$ cat src/rtl/controlador_stdin.sv
// Switch-based stdin for the RVSP core: halts the CPU clock on a read request
// until a debounced enter press captures the switches.
module controlador_stdin #(
    parameter int LARGURA         = 7,
    parameter int DEBOUNCE_CICLOS = 50000
) (
    input  logic               clk,
    input  logic               reset,
    input  logic [LARGURA-1:0] chaves,
    input  logic               botao_n,
    input  logic               pedido_leitura,
    output logic               halt_entrada,
    output logic [31:0]        stdin_dado,
    output logic               dado_valido,
    output logic               esperando
);

    localparam int CW = (DEBOUNCE_CICLOS > 2) ? $clog2(DEBOUNCE_CICLOS) : 1;
    localparam logic [CW-1:0] CONT_MAX = CW'(DEBOUNCE_CICLOS - 1);

    typedef enum logic [1:0] {
        OCIOSO,
        ESPERA,
        ENTREGA,
        LIBERA
    } estado_t;

    estado_t estado, proximo;

    logic          sinc_a;
    logic          pressionado_sinc;
    logic          botao_estavel;
    logic          botao_estavel_q;
    logic [CW-1:0] cont;
    logic          evento_press;

    always_ff @(posedge clk or posedge reset) begin
        if (reset) begin
            sinc_a           <= 1'b0;
            pressionado_sinc <= 1'b0;
        end else begin
            sinc_a           <= ~botao_n;
            pressionado_sinc <= sinc_a;
        end
    end

    // Level is accepted only after DEBOUNCE_CICLOS consecutive differing cycles
    always_ff @(posedge clk or posedge reset) begin
        if (reset) begin
            cont          <= '0;
            botao_estavel <= 1'b0;
        end else if (pressionado_sinc == botao_estavel) begin
            cont <= '0;
        end else if (cont == CONT_MAX) begin
            botao_estavel <= pressionado_sinc;
            cont          <= '0;
        end else begin
            cont <= cont + 1'b1;
        end
    end

    always_ff @(posedge clk or posedge reset) begin
        if (reset) botao_estavel_q <= 1'b0;
        else       botao_estavel_q <= botao_estavel;
    end

    assign evento_press = botao_estavel & ~botao_estavel_q;

    always_ff @(posedge clk or posedge reset) begin
        if (reset) estado <= OCIOSO;
        else       estado <= proximo;
    end

    always_comb begin
        proximo = estado;
        unique case (estado)
            OCIOSO:  if (pedido_leitura) proximo = ESPERA;
            ESPERA:  if (evento_press) proximo = ENTREGA;
            ENTREGA: proximo = LIBERA;
            LIBERA:  if (!pedido_leitura) proximo = OCIOSO;
            default: proximo = OCIOSO;
        endcase
    end

    always_comb begin
        halt_entrada = 1'b0;
        dado_valido  = 1'b0;
        unique case (estado)
            ESPERA:  halt_entrada = 1'b1;
            ENTREGA: dado_valido  = 1'b1;
            default: ;
        endcase
    end

    assign esperando = halt_entrada;

    always_ff @(posedge clk or posedge reset) begin
        if (reset)
            stdin_dado <= '0;
        else if (estado == ESPERA && evento_press)
            stdin_dado <= {{(32-LARGURA){1'b0}}, chaves};
    end

endmodule

$ cat config.mk
export PLATFORM = sky130hd
export DESIGN_NAME = controlador_stdin
export DESIGN_NICKNAME = d
export VERILOG_FILES = /design/src/rtl/controlador_stdin.sv
export SDC_FILE = /design/constraint.sdc
export NUM_CORES = 1
export LEC_CHECK = 0
export ABC_AREA = 1
export CAP_MARGIN = 20
export CORE_UTILIZATION = 43
export DETAILED_ROUTE_END_ITERATION = 10
export MAX_ROUTING_LAYER = met4
export PLACE_DENSITY = 0.72
export SETUP_SLACK_MARGIN = 0.05
export SLEW_MARGIN = 5
export SYNTH_ARGS = -nofsm -noshare
export SYNTH_HDL_FRONTEND = slang
export SYNTH_SLANG_ARGS = --single-unit
export TNS_END_PERCENT = 30
$ cat constraint.sdc
create_clock -name clk -period 1.3 [get_ports clk]
set_input_delay 0.325 -clock clk [delete_from_list [all_inputs] [get_ports clk]]
set_output_delay 0.325 -clock clk [all_outputs]
set_load 0.05 [all_outputs]
# Yosys cells after proc, flatten, opt, wreduce, memory -nomap -nowiden
# Index checks and enable logic that the tools add are counted.
totals:
  out_inout_bits: 35
  latch_bits: 0
  mem_count: 0
  inputBits: 11
  reg_bits: 29
  ram_bits: 0
  rom_bits: 0
classes:
  n_addsub: 1
  n_bitwise: 4
  div: 0
  n_reduce_logical: 4
  n_mux: 8
  eq_ne: 8
  multipliers: 0
  n_lt_le_gt_ge: 0
  n_shift: 0
op_table:
  columns: ["op", "n"]
  rows:
  - ["two-way mux 16 bit", 2]
  - ["adder 16 x 1 -> 16 bit (second input constant)", 1]
  - ["== test 16 bit (second input constant)", 1]
  - ["one-hot mux 2 bit (4 select lines)", 1]
  - ["two-way mux 2 bit", 3]
  - ["!= test 2 bit (second input constant)", 3]
  - ["== test 2 bit (second input constant)", 2]
  - ["NOT 1 bit", 3]
  - ["AND reduction 3 bit", 1]
  - ["== test 2 x 1 -> 1 bit (second input constant)", 1]
  - ["logical NOT 2 bit", 1]
  - ["two-way mux 1 bit", 2]
  - ["AND reduction 2 bit", 1]
  - ["AND 1 bit", 1]
  - ["== test 1 bit", 1]
  - ["logical AND 1 bit", 1]

# Longest topological paths before layout
logic_depth:
  depth_word: 4
  mapped_depth: 8

# Worst setup path after synthesis
# OpenSTA, ideal clock, no wires.
synth_path:
  kind: "register to register"
  start: "register estado[1]"
  end: "register stdin_dado[0]"
  period_less_slack_ns: 1.639
  setup_time_ns: 0.125
  n_path_buf: 0
  arrival_time_ns: 1.514
  setup_slack_ns: -0.339
  path_stages_with_launch: 5
  path_cell_list: "dfrtp_1 -> inv_1 -> ha_1 -> nand3_2 -> mux2_2"
synth_between:
  elab_chain_len: 2
synth_lines:
  columns: ["item", "line_no", "rtl"]
  rows:
  - ["from (decl)", "28", "estado_t estado, proximo;"]
  - ["from (signal assigned)", "71", "else estado <= proximo;"]
  - ["== test 2 x 1 -> 1 bit", "100", "else if (estado == ESPERA && evento_press)"]
  - ["logical AND 1 bit", "100", null]
  - ["to (signal assigned)", "101", "stdin_dado <= {{(32-LARGURA){1'b0}}, chaves};"]
  - ["to (decl)", "13", "output logic [31:0] stdin_dado,"]
# Every way passes these cells.
# A chain may end at the register's enable or synchronous reset.

# Worst setup path after layout
layout_path:
  start: "register estado[1]"
  end: "output halt_entrada"
layout_between:
  elab_chain_len: 2
layout_lines:
  columns: ["item", "line_no", "rtl"]
  rows:
  - ["== test 2 x 1 -> 1 bit", "88", "unique case (estado)"]
  - ["two-way mux 1 bit", "88", null]
  - ["to (decl)", "12", "output logic halt_entrada,"]
# Every way passes these cells.

==> summary.txt <==
Synth
  • Leading area contributor after synthesis: dfrtp_1
  • Yosys warning count: 0
  • Adder-Cell Fraction of Synth Area: 3.82%
  • Largest family of logic cells by synthesized area: simple AND/OR/NAND/NOR gates
  • Sequential area share after synthesis: 44.3%
  • Mapped Avg Cell Area: 8.61 um2
  • Synth Area in XOR/XNOR: 4.20%
  • Mapped Area: 1640 um2
  • Synthesized flop and latch total: 29
  • Simple-Gate Fraction of Synth Area: 21.9%
  • Post-synthesis compound-gate area fraction: 3.98%
  • Mapped Cells: 190
  • Mux cell area share after synthesis: 4.82%
  • Synth cell types: 25
  • Synth top area share: 44.3%
  • Largest cells by area after synthesis: dfrtp_1, buf_4, nor2_1

Timing
  • Fin crit share: 110%
  • Post-layout minimum cycle time: 1.44 ns
  • RSZ-0062 raised after global routing: true
  • Hold slack final: 0.354 ns
  • Final clock skew: 0.00632 ns
  • Final setup TNS: -1.17 ns
  • Final hold violation count: 0
  • Final Worst Setup Slack: -0.136 ns
  • Max Slew Vio Count: 0
  • Fmax: 0.697 GHz
  • Final setup violation count: 13

Route
  • DR vias/cell: 4.48
  • Vias after detailed routing: 1,253
  • DR pass1 iterations: 4
  • Routed wire length: 3060 um
  • ANT nets after route: 0
  • First-iteration detailed-routing DRC count: 43
  • Detailed-route DRC error count: 0
  • Routed WL per cell: 10.9 um

Critical path
  • CP endpoint kind: output pin
  • FF-to-FF Start: estado[1]
  • R2R depth: 7
  • Crit path to: halt_entrada
  • CP Max Fanout: 3
  • Worst setup SP type: flip-flop
  • CP Data Required Time: 0.98 ns
  • Crit Reg-Reg Endpoint: estado[1]
  • CP arrival: 1.11 ns
  • Crit path from: estado[1]
  • R2R setup slack: -0.09 ns
  • Crit path kind: reg2out

Die
  • Core area: 3660 um2
  • Boundary Pins: 46
  • Starting Density: 44.7%
  • Die ar.: 4060 um2
  • Num rows: 22
  • Chip Width: 63.7 um
  • Die Y: 63.7 um

CTS
  • Hold Buf Count CTS: 0
  • Clock transition at the registers of the reported paths: 0.07 ns
  • CTS Sinks: 29
  • TritonCTS Buffers: 5
  • Maximum root-to-sink buffer count: 2
  • CTS root buffer: clkbuf_8
  • CTS tree: built
  • # H-tree levels: 2
  • Clk_lat worst skew: 0.28 ns

Place
  • Post-DP HPWL: 2170 um
  • IO Port Bufs: 20
  • GP Congestion: 0.867
  • Placed insts: 264

Pwr
  • Leakage power: 1.06 nW
  • Pint: 2.12 mW
  • Switching power: 1.11 mW
  • Power Dens Cells: 1420 nW/um2
  • Net Sw Frac: 34.4%
  • Power share of the clock group: 30.0%
  • Worst vdd ir: 1310 uV
  • Combinational power share: 37.8%
  • Flop pwr share: 32.2%

Layout
  • Ant. Diodes: 0
  • Layout cells sized above 1: 30.6%
  • Final net count: 247
  • Layout area overhead: 38.8%
  • Cell Count, Final, Fillers Out: 280

Global routing
  • Largest net degree at the start of global routing: 30
  • Initial antenna violation count: 0
  • GRT Total Usage: 16.9%
  • First-pass GRT wire length: 5020 um
  • Vias in the first global route: 1,184
  • Total grt overflow: 0

Worst hold path
  • Hold WC Path Type: reg2reg

Run status
  • Failing checks: setup timing
  • Status: complete, but fails checks

Flow run
  • Max cap viols: 0
-- cell usage after synthesis --
cell	number
nor2_1	36
conb_1	1
dfrtp_1	29
xnor2_1	2
a21oi_1	2
a21oi_2	1
nor3b_2	1
nand2_1	28
a31oi_1	1
nand2_2	2
ha_1	5
mux2_2	7
nand3_1	11
xor2_2	1
nor3_1	1
o21bai_1	1
nor3_2	1
buf_4	26
inv_1	20
nand3_2	1
xor2_1	4
nand4_1	2
a22oi_1	1
o21ai_0	5
inv_2	1
-- flip-flops by register name, indices dropped and copies added, names as in the netlist --
| register | cells |
|---|---|
| cont | 16 |
| stdin_dado | 7 |
| estado | 2 |
| botao_estavel | 1 |
| botao_estavel_q | 1 |
| pressionado_sinc | 1 |
| sinc_a | 1 |
-- cell families (layout without fill, tap and decap cells) --
kind of cell	after synthesis	count (layout)
buffers and inverters	47	65
other	1	25
adder cells (fa/ha/maj)	5	5
multiplexers	7	7
AND/OR/NAND/NOR	83	83
XOR/XNOR	7	7
AO/OA/AOI/OAI	11	11
flip-flops	29	29
-- power by group through the flow --
stage | clock [mW] | combinational (mW) | sequential (mW)
final | 0.969 | 1.22 | 1.04
after global routing | 1.02 | 1.30 | 1.04
after CTS | 0.995 | 1.11 | 1.03
after detailed placement | 0 | 0.995 | 1.04
after global placement | 0 | 0.975 | 1.04
after floorplan | 0 | 0.698 | 1.07
-- through the flow --
stage / util [%] / setup slack (ns) / instance area [um2] / total power [mW]
6_report: 62.1 / -0.136 / 2270 / 3.23
3_3_place_gp: 54.3 / -0.0456 / 1990 / 2.02
2_1_floorplan: - / 0.0393 / 1750 / 1.76
3_5_place_dp: 54.3 / -0.0907 / 1990 / 2.04
4_1_cts: 60.2 / -0.157 / 2200 / 3.14
5_1_grt: 62.1 / -0.184 / 2270 / 3.37
-- critical path, stage by stage, from the launching register on --
cell,delay (ns)
dfrtp_2,0.44
inv_2,0.08
ha_4,0.17
buf_12,0.14
-- repair_timing --
item,CTS,global route
setup endpoints to repair,26,29
resized for setup,12,18
pin swaps,2,5
gates cloned,0,0
endpoints found under the hold margin,0,0
buffers inserted,7,2
-- cell usage in the layout, fill, tap and decap left out, drive strengths merged --
master         count
nor2              36
clkdlybuf4s50     10
xor2               5
nand3             12
bufinv             1
nor3b              1
inv               21
nand4              2
mux2               7
a22oi              1
ha                 5
nand2             30
clkbuf             6
conb              25
o21ai              5
nor3               2
dfrtp             29
clkinvlp           1
buf               26
xnor2              2
a21oi              3
a31oi              1
o21bai             1
-- metal layers --
metal | vias up | track usage (%) | wire [um]
li1 | 623 | - | -
met1 | 587 | 20.1 | 1380
met2 | 39 | 26.1 | 1520
met3 | 4 | 4.89 | 133
met4 | 0 | 8.52 | 32
met5 | - | - | 0
-- how the worst min path moves through the flow --
stage | startpoint | endpoint | slack [ns] | cells past startpoint
after floorplan | sinc_a | pressionado_sinc | 0.33 | 0
after global routing | sinc_a | pressionado_sinc | 0.37 | 0
after detailed placement | sinc_a | pressionado_sinc | 0.34 | 0
after CTS | sinc_a | pressionado_sinc | 0.36 | 0
after global placement | sinc_a | pressionado_sinc | 0.34 | 0
final | sinc_a | pressionado_sinc | 0.35 | 0
-- area by class of cell --
class | instances | area [um2]
timing repair buffer | 36 | 437
inverter | 21 | 78.8
multi-input combinational | 138 | 846
clock buffer | 6 | 82.6
tap | 48 | 60.1
sequential | 29 | 731
clock inverter | 2 | 37.5
fill | 311 | 1390
No activity file was read; power rests on OpenSTA's default activity.
